## src/rtl/vl_scsa.sv

```systemverilog
// Variable-latency speculative carry-select adder with valid/ready handshake.
// Define VL_SCSA_ERR_RECOVERY_EN to add the one-cycle exact repair state (FIX).
module vl_scsa #(
  parameter int WIDTH = 16,
  parameter int SEG   = 4,
  parameter int CNT_W = 16
) (
  input  logic             clk,
  input  logic             rst,
  input  logic [WIDTH-1:0] A_I,
  input  logic [WIDTH-1:0] B_I,
  input  logic             Co_Iin,
  input  logic             in_valid,
  output logic             in_ready,
  output logic [WIDTH-1:0] S_O,
  output logic             Co_O,
  output logic             Err_O,
  output logic             out_valid,
  input  logic             out_ready,
  output logic [CNT_W-1:0] err_cnt
);

  localparam int NSEG = WIDTH / SEG;

`ifdef VL_SCSA_ERR_RECOVERY_EN
  typedef enum logic [1:0] {IDLE, FIX, OUT} state_t;
`else
  typedef enum logic [0:0] {IDLE, OUT} state_t;
`endif

  state_t state_reg, state_next;

  logic [NSEG-1:0]  g, p, c, err_vec;
  logic [WIDTH-1:0] spec_s;
  logic             spec_co, spec_err, accept;

  logic [WIDTH-1:0] s_reg;
  logic             co_reg, err_reg;
  logic [CNT_W-1:0] err_cnt_reg;

  // Each segment's carry-in is the previous segment's generate only.
  for (genvar gi = 0; gi < NSEG; gi++) begin : g_seg
    logic [SEG:0]   sum0;
    logic [SEG-1:0] sum1;

    assign sum0  = {1'b0, A_I[gi*SEG +: SEG]} + {1'b0, B_I[gi*SEG +: SEG]};
    assign sum1  = sum0[SEG-1:0] + SEG'(1);
    assign g[gi] = sum0[SEG];
    assign p[gi] = &(A_I[gi*SEG +: SEG] ^ B_I[gi*SEG +: SEG]);

    if (gi == 0) begin : g_first
      assign c[gi]       = Co_Iin;
      assign err_vec[gi] = 1'b0;
    end else begin : g_rest
      assign c[gi]       = g[gi-1];
      assign err_vec[gi] = p[gi-1] & c[gi-1];
    end

    assign spec_s[gi*SEG +: SEG] = c[gi] ? sum1 : sum0[SEG-1:0];
  end

  assign spec_co  = g[NSEG-1] | (p[NSEG-1] & c[NSEG-1]);
  assign spec_err = |err_vec;

`ifdef VL_SCSA_ERR_RECOVERY_EN
  logic [WIDTH-1:0] a_reg, b_reg, fix_s;
  logic             cin_reg, fix_co, rip_carry;
  logic [SEG:0]     rip_sum;

  // Exact result: carries ripple segment to segment from the held operands.
  always_comb begin
    rip_carry = cin_reg;
    rip_sum   = '0;
    fix_s     = '0;
    for (int k = 0; k < NSEG; k++) begin
      rip_sum = {1'b0, a_reg[k*SEG +: SEG]} + {1'b0, b_reg[k*SEG +: SEG]}
              + {{SEG{1'b0}}, rip_carry};
      fix_s[k*SEG +: SEG] = rip_sum[SEG-1:0];
      rip_carry = rip_sum[SEG];
    end
    fix_co = rip_carry;
  end
`endif

  always_comb begin
    state_next = state_reg;
    case (state_reg)
      IDLE:    in_ready = 1'b1;
      OUT:     in_ready = out_ready;
      default: in_ready = 1'b0;
    endcase
    accept = in_valid & in_ready;
    if (accept) begin
`ifdef VL_SCSA_ERR_RECOVERY_EN
      state_next = spec_err ? FIX : OUT;
`else
      state_next = OUT;
`endif
    end else if (state_reg == OUT && out_ready) begin
      state_next = IDLE;
`ifdef VL_SCSA_ERR_RECOVERY_EN
    end else if (state_reg == FIX) begin
      state_next = OUT;
`endif
    end
  end

  always_ff @(posedge clk) begin
    if (rst) begin
      state_reg   <= IDLE;
      s_reg       <= '0;
      co_reg      <= 1'b0;
      err_reg     <= 1'b0;
      err_cnt_reg <= '0;
`ifdef VL_SCSA_ERR_RECOVERY_EN
      a_reg       <= '0;
      b_reg       <= '0;
      cin_reg     <= 1'b0;
`endif
    end else begin
      state_reg <= state_next;
      if (accept) begin
        s_reg   <= spec_s;
        co_reg  <= spec_co;
        err_reg <= spec_err;
`ifdef VL_SCSA_ERR_RECOVERY_EN
        a_reg   <= A_I;
        b_reg   <= B_I;
        cin_reg <= Co_Iin;
`endif
        if (spec_err && err_cnt_reg != {CNT_W{1'b1}})
          err_cnt_reg <= err_cnt_reg + CNT_W'(1);
`ifdef VL_SCSA_ERR_RECOVERY_EN
      end else if (state_reg == FIX) begin
        s_reg  <= fix_s;
        co_reg <= fix_co;
`endif
      end
    end
  end

  assign S_O       = s_reg;
  assign Co_O      = co_reg;
  assign Err_O     = err_reg;
  assign out_valid = (state_reg == OUT);
  assign err_cnt   = err_cnt_reg;

endmodule

```

## config.mk

```make
export PLATFORM = sky130hd
export DESIGN_NAME = vl_scsa
export DESIGN_NICKNAME = d
export VERILOG_FILES = /design/src/rtl/vl_scsa.sv
export SDC_FILE = /design/constraint.sdc
export NUM_CORES = 1
export LEC_CHECK = 0
export CORE_UTILIZATION = 45
export DETAILED_ROUTE_END_ITERATION = 8
export PLACE_DENSITY = 0.78
export SYNTH_ARGS = -nofsm -noshare
export SYNTH_HDL_FRONTEND = slang
export SYNTH_SLANG_ARGS = --single-unit
```

## constraint.sdc

```tcl
create_clock -name clk -period 2.7 [get_ports clk]
set_input_delay 0.54 -clock clk [delete_from_list [all_inputs] [get_ports clk]]
set_output_delay 0.54 -clock clk [all_outputs]
set_load 0.005 [all_outputs]
```

Yosys cells after proc, flatten, opt, wreduce, memory -nomap -nowiden
Index checks and enable logic that the tools add are counted.
{"block": "totals", "register_bits": 35}
{"block": "classes", "n_addsub": 9, "eq_ne": 1, "mux": 7, "bitwise_logic": 11, "n_reduce_logical": 9}
{"op": "4-bit by 4-bit adder with 5-bit output", "count": 4}
{"op": "16-bit by 1-bit adder with 16-bit output (second input constant)", "count": 1}
{"op": "4-bit by 1-bit adder with 4-bit output (second input constant)", "count": 4}
{"op": "4-bit two-way mux", "count": 4}
{"op": "16-bit inequality test (second input constant)", "count": 1}
{"op": "4-bit AND reduction", "count": 4}
{"op": "4-bit XOR", "count": 4}
{"op": "1-bit AND", "count": 5}
{"op": "3-bit OR reduction", "count": 1}
{"op": "1-bit logical AND", "count": 2}
{"op": "1-bit two-way mux", "count": 2}
{"op": "1-bit case mux with 2 select lines", "count": 1}
{"op": "2-bit AND reduction", "count": 1}
{"op": "2-bit nonzero test", "count": 1}
{"op": "1-bit inverter", "count": 1}
{"op": "1-bit bitwise OR", "count": 1}

Depth between registers and ports, before layout
Gate-level depths: netlist of run 1.
{"block": "depth", "depth_word": 6, "depth_mapped": 9}

Worst setup path before layout of run 1
No wires, ideal clock.
{"block": "synth_timing", "kind": "in2reg", "from": "input A_I[4]", "to": "register err_cnt_reg[10], in the netlist err_cnt[10]", "setup_ns": 0.121, "arrival_time_ns": 2.241, "required_ns": 2.579, "setup_slack_ns": 0.338, "path_stages": 8, "path_buffers": 0, "path_cell_list": "ha_1 -> fa_1 -> a21o_1 -> a21oi_2 -> o21ai_4 -> nor2_4 -> nor4_1 -> mux2_2"}
{"block": "synth_between", "elab_chain_cells": 6}
{"item": "from (decl)", "line": "10", "rtl": "input logic [WIDTH-1:0] A_I,"}
{"item": "branches (longest 3 deep; another with 4-bit by 4-bit adder with 5-bit output)"}
{"item": "3-bit OR reduction *", "line": "63", "rtl": "assign spec_err = |err_vec;"}
{"item": "1-bit logical AND *", "line": "131", "rtl": "if (spec_err && err_cnt_reg != {CNT_W{1'b1}})"}
{"item": "2-bit AND reduction (no source line) *"}
{"item": "to (signal assigned)", "line": "132", "rtl": "err_cnt_reg <= err_cnt_reg + CNT_W'(1);"}
{"item": "to (decl)", "line": "39", "rtl": "logic [CNT_W-1:0] err_cnt_reg;"}
Mark *: on every way between the ends.
A chain may end at the register's enable or synchronous reset.

Final worst setup path of run 1
{"block": "layout_timing", "from": "input A_I[4]", "to": "register err_cnt_reg[12], in the netlist err_cnt[12]"}
The elaborated chain is that of the path after synthesis.

==> flow_summary_export.csv, run 1 <==
group,metric,value,unit
timing,drv_slew,0,
finish,layout-drive-gt1-share,10.03,%
clocking,cts_buffers,5,
floorplanning,die_x,72.59,um
timing,maxSlewHeadroom,65.04,%
routing,drt-initial-drc-count,76,
clocking,post_cts_resized,0,
clocking,clkTransAtPathRegs,0.07,ns
floorplanning,io-pin-count,73,
finish,diodes,0,
floorplanning,die_h,72.59,um
global_routing,grt-ovfl-total,0,
clocking,ctsHoldBuffers,0,
setup_path,cp.required,2.87,ns
logic_synthesis,synth_area_per_cell,8.862,um2
min_path,hold_path.class,"reg2reg",
finish,synthToLayoutAreaGrowth,42.47,%
timing,tightest_slew,0.5228,ns
setup_path,arrival,2.75,ns
global_routing,grt_max_degree,29,
clocking,root_buffer,"clkbuf_8",
floorplanning,start_util,47.16,%
floorplanning,die_area,0.005269,mm2
logic_synthesis,ys_seq_elements,35,
routing,ant_nets,0,
logic_synthesis,syn-num-nets,315,
clocking,cts_setup_buffers,0,
placement,placed_cell_area,0.003113,mm2
finish,fillCellCount,438,
finish,fin_util,67.18,%
timing,post-route-period-util,95.40,%
finish,layout_common_cells,"72 x clkdlybuf4s50_1, 35 x dfxtp_1, 24 x nand2_1",
clocking,cts_tree,"built",
routing,dr.pass1.iters,4,
floorplanning,rows,25,
clocking,numClockSinks,35,
placement,gp_congestion,0.8488,
run_status,outcome,"finished clean",
finish,finish.instance_area,0.003194,mm2
routing,wl_per_cell,13.38,um
timing,min_period,2.576,ns
global_routing,grt_pass1_vias,2030,
timing,skew,0.006738,ns
power_and_ir_drop,powerDensity,418.2,mW/mm2
global_routing,grtUsageTotal,22.01,%
routing,vias_per_cell,5.291,
timing,fmax,0.3882,GHz
timing,setup_viol,0,
timing,hold_slack,0.4526,ns
clocking,clock_path_buffers,2,
setup_path,end_kind,"flop",
timing,rsz0062_at_grt,"false",
placement,dp.cells,398,
logic_synthesis,ys_types,39,
finish,regArea,700.7,um2
setup_path,criticalPathCategory,"in2reg",
finish,multi_input_comb_area,0.001499,mm2
routing,via_count,2148,
clocking,clkLatencyLatePin,0.29,ns
finish,layout_commonest_cell,"clkdlybuf4s50_1",
finish,stdcell_count,406,
power_and_ir_drop,vdd_drop_max,0.2060,mV
routing,drc,0,
job,max_cap_viol_count,0,
clocking,h-tree-depth,2,
power_and_ir_drop,total_power,0.001336,W
placement,dp_hpwl,4.204,mm
floorplanning,coreArea,0.004755,mm2
logic_synthesis,ys_warn_count,0,
logic_synthesis,synth_area,0.002242,mm2
placement,io_buffers,72,
power_and_ir_drop,p_leak,1.273,nW
logic_synthesis,ys_seq_area_share,31.25,%
finish,nNetsFinal,400,
global_routing,grt_antenna_before_repair,0,
setup_path,worst-path-max-fanout,12,
routing,routed_wl,5.434,mm
setup_path,worstSetupStartpointType,"primary input",
global_routing,grt_pass1_wl,8.963,mm
logic_synthesis,syn-instance-count,253,
timing,hold_violations,0,
## layout make-up
class	instances	share of cell area, %
Clock inverter	1	0.1567
Sequential cell	35	21.94
Tap cell	67	2.624
Multi-Input combinational cell	209	46.93
Inverter	1	0.1175
Clock buffer	7	2.389
Timing Repair Buffer	86	25.85
## metal layers
metal | track usage [%] | share of wire (%) | up-vias
met4 | 7.843 | 1.6 | 0
met1 | 24.34 | 42 | 992
li1 | - | - | 1082
met2 | 39.36 | 50 | 63
met3 | 7.182 | 5.8 | 11
met5 | 0 | 0 | -
## kinds of logic after synthesis
kind of cell	count (synthesis)	synth area share, %
adder cells (fa/ha/maj)	25	15.29
AND/OR/NAND/NOR	98	22.71
multiplexers	9	4.297
buffers and inverters	9	1.897
AO/OA/AOI/OAI	54	15.57
XOR/XNOR	23	8.984
flip-flops	35	31.25
## final timing paths
kind | from | end | slack [ns] | depth (start not counted)
worst max-delay path | A_I[4] | err_cnt[12] | 0.12 | 10
worst max register to register | err_cnt[0] | err_cnt[8] | 0.62 | 6
worst min-delay path | S_O[4] | S_O[4] | 0.45 | 2
worst min register to register | S_O[4] | S_O[4] | 0.45 | 2
## cell usage after synthesis (all sizes together)
cell    instances  area, um2
o21ai           9      56.30
nand2b          4      25.02
o21ba           1      10.01
a211oi         11      82.58
a21oi          22      117.6
and4            4      37.54
nor4b           1      8.760
nor2b           5      31.28
nand3           8      40.04
nand3b          1      7.510
clkbuf          6      22.52
fa              4      80.08
dfxtp          35      700.7
inv             1      3.750
mux2i           4      40.04
nand2          24      90.09
nand4           7      43.79
o21a            1      7.510
buf             2      16.26
mux2            5      56.30
or3             6      37.54
o211ai          2      15.01
nor4            3      18.77
ha             21      262.8
xnor2          13      113.9
and3            5      31.28
xor2           10      87.58
nor3            4      25.02
and2            1      6.260
nor2           25      106.4
a21o            8      60.06
## worst max-delay path, stage by stage
cell and delay (ns):
clkdlybuf4s50_1 0.40, ha_1 0.24, fa_1 0.41, a21o_1 0.20
a21oi_2 0.21, o21ai_4 0.10, nor2_4 0.25, buf_4 0.20
or3_1 0.12, a21oi_1 0.07
## power breakdown
| part | total [W] | leakage (nW) | switching [W] | internal [W] |
|---|---|---|---|---|
| clock | 0.000363 | 0.0422 | 0.000183 | 0.000181 |
| combinational | 0.000410 | 0.944 | 0.000182 | 0.000228 |
| sequential | 0.000562 | 0.286 | 0.0000156 | 0.000546 |
## per-stage QoR
stage | setup TNS, ns | setup WS [ns]
6_report | 0 | 0.1241
5_1_grt | 0 | 0.008241
4_1_cts | 0 | 0.1182
3_5_place_dp | -2.106 | -0.1753
3_3_place_gp | -0.9981 | -0.09834
2_1_floorplan | 0 | 0.3381
Note: power is estimated with default switching activity, not from simulation.
==> inputs of run 2 (changes only) <==
--- a/config.mk
+++ b/config.mk
@@ -5,9 +5,12 @@
 export SDC_FILE = /design/constraint.sdc
 export NUM_CORES = 1
 export LEC_CHECK = 0
+export ABC_AREA = 1
 export CORE_UTILIZATION = 45
+export CTS_BUF_LIST = sky130_fd_sc_hd__clkbuf_4 sky130_fd_sc_hd__clkbuf_8
 export DETAILED_ROUTE_END_ITERATION = 8
-export PLACE_DENSITY = 0.78
+export PLACE_DENSITY = 0.77
+export SLEW_MARGIN = 30
 export SYNTH_ARGS = -nofsm -noshare
 export SYNTH_HDL_FRONTEND = slang
 export SYNTH_SLANG_ARGS = --single-unit
==> run 2 against run 1 <==
Clock skew barely moved; global-route usage decreased by 0.75 points; routed wire length grew 11%; largest cell class unchanged; final area is 5.6% higher.
==> flow_summary_export.csv, run 2 <==
group,metric,value,unit
clocking,root_buffer,"clkbuf_8",
global_routing,grt_max_degree,22,
floorplanning,start_util,47.66,%
placement,io_buffers,72,
logic_synthesis,ys.flop_type,"dfxtp_1",
finish,layout_common_cells,"91 x nand2_1, 72 x clkdlybuf4s50_1, 45 x nor2_1",
clocking,h-tree-depth,2,
power_and_ir_drop,vdd_drop_max,0.2923,mV
floorplanning,die_x,76.48,um
clocking,post_cts_resized,0,
clocking,cts_setup_buffers,0,
logic_synthesis,synth_edf_count,0,
placement,gp_congestion,0.8788,
finish,layout-drive-gt1-share,4.662,%
global_routing,grt_antenna_before_repair,0,
setup_path,worst-path-max-fanout,16,
timing,rsz0062_at_grt,"false",
clocking,cts_tree,"built",
power_and_ir_drop,combinationalPowerShare,29.3,%
logic_synthesis,synth_area_leaders,"dfxtp_1 28%, nand2_1 14%, ha_1 11%, nor2_1 6.8%, a21oi_1 6.2%",
setup_path,end_kind,"flop",
finish,synthToLayoutAreaGrowth,35.14,%
logic_synthesis,syn-num-nets,417,
timing,setup_slack,0.4403,ns
min_path,hold_path.class,"reg2reg",
logic_synthesis,ys_warn_count,0,
placement,dp_hpwl,4.581,mm
logic_synthesis,ys_types,28,
finish,stdcell_count,499,
finish,layout_commonest_cell,"nand2_1",
logic_synthesis,synth_async_sr_flop_share,0,%
routing,wl_per_cell,12.04,um
power_and_ir_drop,pwr-share-seq,41.7,%
logic_synthesis,synth_top_area_share,28.07,%
floorplanning,die_h,76.48,um
run_status,outcome,"finished clean",
power_and_ir_drop,p_leak,1.443,nW
floorplanning,io-pin-count,73,
global_routing,grt_pass1_vias,2315,
timing,hold_violations,0,
finish,diodes,0,
logic_synthesis,synth_most_common_cell,"nand2_1",
power_and_ir_drop,pwr-share-clk,29.1,%
routing,drc,0,
logic_synthesis,ys_seq_elements,35,
timing,drv_slew,0,
clocking,clock_path_buffers,2,
routing,vias_per_cell,5.014,
power_and_ir_drop,p_switching,0.0003992,W
clocking,clkTransAtPathRegs,0.07,ns
logic_synthesis,synth_area_per_cell,7.031,um2
timing,post-route-period-util,83.69,%
floorplanning,rows,26,
timing,skew,0.006794,ns
setup_path,worstSetupStartpointType,"primary input",
setup_path,arrival,2.48,ns
timing,setup_viol,0,
logic_synthesis,ys_seq_area_share,28.07,%
global_routing,grt-ovfl-total,0,
routing,via_count,2502,
floorplanning,die_area,0.005849,mm2
finish,nNetsFinal,491,
routing,routed_wl,6.010,mm
floorplanning,coreArea,0.005238,mm2
power_and_ir_drop,p_int,0.0009437,W
logic_synthesis,syn-instance-count,355,
routing,ant_nets,0,
clocking,ctsHoldBuffers,0,
logic_synthesis,synth_top_area_cell,"dfxtp_1",
timing,min_period,2.260,ns
power_and_ir_drop,powerDensity,398.1,mW/mm2
logic_synthesis,synth_area,0.002496,mm2
power_and_ir_drop,swShare,29.73,%
timing,fmax,0.4425,GHz
job,max_cap_viol_count,0,
timing,maxSlewHeadroom,73.08,%
setup_path,cp.required,2.92,ns
timing,tightest_slew,0.4033,ns
placement,preCtsSetupSlack,0.1502,ns
global_routing,grtUsageTotal,21.26,%
clocking,cts_buffers,5,
routing,dr.pass1.iters,4,
logic_synthesis,synth_commonest_cells,"91 x nand2_1, 45 x nor2_1, 35 x dfxtp_1",
placement,dp.cells,492,
clocking,numClockSinks,35,
setup_path,criticalPathCategory,"in2reg",
global_routing,grt_pass1_wl,10.11,mm
finish,fin_util,64.41,%
clocking,clkLatencyLatePin,0.29,ns
timing,finalSetupTns,0,ns
routing,drt-initial-drc-count,121,
==> run 2: cell types whose count changed in the layout (fill, tap and decap cells not counted), moves of 6 or more <==
cell	before	now
nand2_1	24	91
inv_1	1	31
nor2_1	22	45
nand3_1	8	22
a211oi_1	11	0
a21oi_1	20	31
buf_4	14	4
a21o_1	8	1
o21ai_0	7	14
or3_1	6	0
==> run 2: metrics by stage <==
step                instance area (um2)  hold WS (ns)  total power (W)
floorplan                          2496        0.4618        0.0007989
global placement                   3286        0.4688        0.0009540
CTS                                3373        0.4832         0.001345
detailed placement                 3286        0.4738        0.0009625
global route                       3373        0.5282         0.001421
finish                             3373        0.4852         0.001343
==> run 2: cell type report <==
cell class | instances | area [um2]
Clock buffer | 6 | 82.58
Clock inverter | 1 | 5.005
Fill cell | 474 | 1864
Inverter | 31 | 116.4
Multi-Input combinational cell | 280 | 1630
Sequential cell | 35 | 700.7
Tap cell | 70 | 87.58
Timing Repair Buffer | 76 | 750.7
==> run 2: kinds of logic (layout without fill, tap and decap cells) <==
logic type | after synthesis | count (layout) | share of synthesized area (%)
AND/OR/NAND/NOR | 182 | 182 | 33.03
AO/OA/AOI/OAI | 52 | 52 | 11.18
buffers and inverters | 40 | 114 | 6.616
flip-flops | 35 | 35 | 28.07
adder cells (fa/ha/maj) | 25 | 25 | 13.73
XOR/XNOR | 21 | 21 | 7.369
==> run 2: per-layer routing <==
layer / part of all wire (%) / GRT usage [%] / vias to the layer above
li1: - / - / 1305
met1: 46 / 26.36 / 1125
met2: 48 / 36.76 / 65
met3: 5.0 / 4.311 / 7
met4: 1.5 / 6.538 / 0
met5: 0 / 0 / -
==> run 2: worst max-delay path: stages <==
cell and delay [ns]:
clkdlybuf4s50_1 0.42, ha_1 0.22, fa_1 0.41, nand2_1 0.09, nand2_1 0.06, nand3_1 0.14
nand3_4 0.16, nand3_4 0.20, nand2_1 0.07, a21oi_1 0.16
==> run 2: final timing paths <==
| check | start | end | slack, ns | cells after the start |
|---|---|---|---|---|
| hold / removal | Err_O | Err_O | 0.49 | 2 |
| setup reg to reg | err_cnt[0] | err_cnt[9] | 1.05 | 7 |
| hold reg to reg | Err_O | Err_O | 0.49 | 2 |
| setup / recovery | B_I[4] | err_cnt[9] | 0.44 | 10 |
==> run 2: power groups by stage <==
stage | registers [W] | clock network, W | logic [W]
after global placement | 0.000570 | 0 | 0.000384
after CTS | 0.000559 | 0.000390 | 0.000395
final | 0.000559 | 0.000391 | 0.000393
after floorplan | 0.000573 | 0 | 0.000226
after detailed placement | 0.000571 | 0 | 0.000392
after global routing | 0.000563 | 0.000415 | 0.000443
==> inputs of run 3 (changes only) <==
--- a/config.mk
+++ b/config.mk
@@ -9,7 +9,7 @@
 export CORE_UTILIZATION = 45
 export CTS_BUF_LIST = sky130_fd_sc_hd__clkbuf_4 sky130_fd_sc_hd__clkbuf_8
 export DETAILED_ROUTE_END_ITERATION = 8
-export PLACE_DENSITY = 0.77
+export PLACE_DENSITY = 0.8
 export SLEW_MARGIN = 30
 export SYNTH_ARGS = -nofsm -noshare
 export SYNTH_HDL_FRONTEND = slang
==> constraint.sdc (replaced) <==
create_clock -name clk -period 2 [get_ports clk]
set_input_delay 0.4 -clock clk [delete_from_list [all_inputs] [get_ports clk]]
set_output_delay 0.4 -clock clk [all_outputs]
set_load 0.005 [all_outputs]
==> run 3 against run 2 <==
Count of clock-buffer cells in the layout shrank 1; via count grew 7.6%; sequential power grew 35%; combinational power grew 79%; flip-flop and latch count is the same; die area is the same; clock skew grew 0.0046 ns; worst setup slack lost 0.43 ns; critical endpoint is now in_ready; largest cell class unchanged; largest power group unchanged.
==> flow_summary_export.csv, run 3 (synthesis gave the netlist of run 2 again) <==
group,metric,value,unit
timing,setup_slack,0.006960,ns
routing,dr.pass1.iters,4,
setup_path,timing.rr.end,"err_cnt[7]",
floorplanning,die_area,0.005849,mm2
setup_path,setup.worst_path.start,"out_ready",
routing,via_count,2691,
floorplanning,start_util,47.66,%
finish,layout_common_cells,"81 x nand2_1, 66 x clkdlybuf4s50_1, 44 x nor2_1",
global_routing,grt_pass1_wl,11.10,mm
finish,multi_input_comb_area,0.001795,mm2
power_and_ir_drop,total_power,0.002104,W
clocking,h-tree-depth,2,
setup_path,critPathSlowestCell,"clkdlybuf4s50_1",
setup_path,cp_common_cell,"clkdlybuf4s50_1",
setup_path,crit_end,"in_ready",
setup_path,crit_path_max_incr_delay,0.54,ns
finish,layout-drive-gt1-share,18.14,%
floorplanning,die_x,76.48,um
timing,skew,0.01139,ns
setup_path,cp.required,1.60,ns
setup_path,path_cells,"clkdlybuf4s50_1, inv_1, nand2_1, clkdlybuf4s50_1",
power_and_ir_drop,vdd_drop_max,0.3745,mV
power_and_ir_drop,pwr-share-seq,36.0,%
clocking,clock_path_buffers,2,
job,max_cap_viol_count,0,
placement,preCtsSetupSlack,-0.3560,ns
clocking,cts_buffers,5,
floorplanning,coreArea,0.005238,mm2
run_status,outcome,"finished clean",
routing,routed_wl,7.127,mm
placement,io_buffers,72,
clocking,cts_tree,"built",
global_routing,grt_antenna_before_repair,0,
setup_path,rr_startpoint,"err_cnt[0]",
finish,finish.instance_area,0.003819,mm2
timing,fmax,0.5017,GHz
power_and_ir_drop,p_int,0.001478,W
floorplanning,io-pin-count,73,
finish,fillCellCount,389,
timing,tightest_slew,0.2945,ns
timing,setup_viol,0,
global_routing,grt_pass1_vias,2484,
global_routing,grtUsageTotal,23.51,%
routing,drc,0,
finish,diodes,0,
placement,dp_hpwl,5.073,mm
setup_path,criticalPathCategory,"in2out",
timing,min_period,1.993,ns
floorplanning,die_h,76.48,um
clocking,clkTransAtPathRegs,0.07,ns
setup_path,worst-path-max-fanout,3,
routing,ant_nets,0,
clocking,clkLatencyLatePin,0.29,ns
timing,drv_slew,0,
finish,regArea,700.7,um2
placement,placed_cell_area,0.003481,mm2
power_and_ir_drop,pwr-share-clk,30.7,%
timing,post-route-period-util,99.65,%
setup_path,reg2reg_depth,7,
clocking,numClockSinks,35,
finish,fin_util,72.91,%
global_routing,grt_max_degree,16,
finish,nNetsFinal,524,
placement,gp_congestion,0.9194,
min_path,hold_path.class,"reg2reg",
floorplanning,rows,26,
routing,vias_per_cell,5.049,
finish,synthToLayoutAreaGrowth,52.98,%
power_and_ir_drop,powerDensity,551.0,mW/mm2
timing,finalSetupTns,0,ns
finish,layout_commonest_cell,"nand2_1",
routing,drt-initial-drc-count,137,
power_and_ir_drop,p_leak,1.672,nW
global_routing,grt-ovfl-total,0,
setup_path,worstSetupStartpointType,"primary input",
timing,maxSlewHeadroom,80.31,%
clocking,ctsHoldBuffers,0,
setup_path,r2r_slack,0.28,ns
setup_path,arrival,1.59,ns
power_and_ir_drop,combinationalPowerShare,33.3,%
routing,wl_per_cell,13.37,um
timing,hold_violations,0,
clocking,root_buffer,"clkbuf_8",
setup_path,end_kind,"output pin",
power_and_ir_drop,swShare,29.78,%
power_and_ir_drop,p_switching,0.0006267,W
[run 3: cell types whose count changed in the layout (fill, tap and decap cells not counted), moves of 6 or more]
cell | before | now
nand2_2 | 2 | 11
clkdlybuf4s50_1 | 72 | 66
nand2_1 | 91 | 81
dlymetal6s2s_1 | 0 | 6
buf_4 | 4 | 33
[run 3: area by class of cell]
class                   count  area share, %
inverters                  31          3.047
well taps                  70          2.294
clock buffers               5          1.802
flip-flops and latches     35          18.35
multi-input cells         282          47.02
repair buffers            107          26.34
clock inverters             3          1.147
[run 3: critical path: cells and delay by family]
family	cells	cell delay (ns)
buffers and inverters	3	1.09
and+or+nand+nor	1	0.10
[run 3: worst min path at each step]
stage	startpoint	endpoint	slack, ns	cells after the start
finish	Err_O	Err_O	0.48	2
global route	Err_O	Err_O	0.49	2
CTS	Err_O	Err_O	0.48	2
detailed placement	Err_O	Err_O	0.47	2
global placement	Err_O	Err_O	0.46	2
floorplan	Err_O	Err_O	0.46	2
[run 3: routing by layer]
layer,vias to the layer above,global-route usage [%],part of all wire (%)
li1,1377,-,-
met1,1206,28.76,43
met2,92,41.08,50
met3,16,3.952,4.3
met4,0,8.654,2.3
met5,-,0,0
[run 3: metrics by stage]
step | hold slack (ns) | std cells
6_report | 0.4779 | 533
5_1_grt | 0.4881 | 533
4_1_cts | 0.4790 | 528
3_5_place_dp | 0.4678 | 518
3_3_place_gp | 0.4641 | 518
2_1_floorplan | 0.4618 | 355
[run 3: power groups by stage]
stage | sequential, W | clock, W | combinational, W
global placement | 0.000770 | 0 | 0.000597
floorplan | 0.000773 | 0 | 0.000305
detailed placement | 0.000772 | 0 | 0.000615
finish | 0.000757 | 0.000646 | 0.000702
global route | 0.000761 | 0.000692 | 0.000766
CTS | 0.000756 | 0.000657 | 0.000628
[run 3: what timing repair did]
item | 4_1_cts | 5_1_grt
pin swaps | 1 | 27
gates cloned | 2 | 0
endpoints found under the setup margin | 16 | 29
setup buffers | 0 | 5
resized for setup | 3 | 45
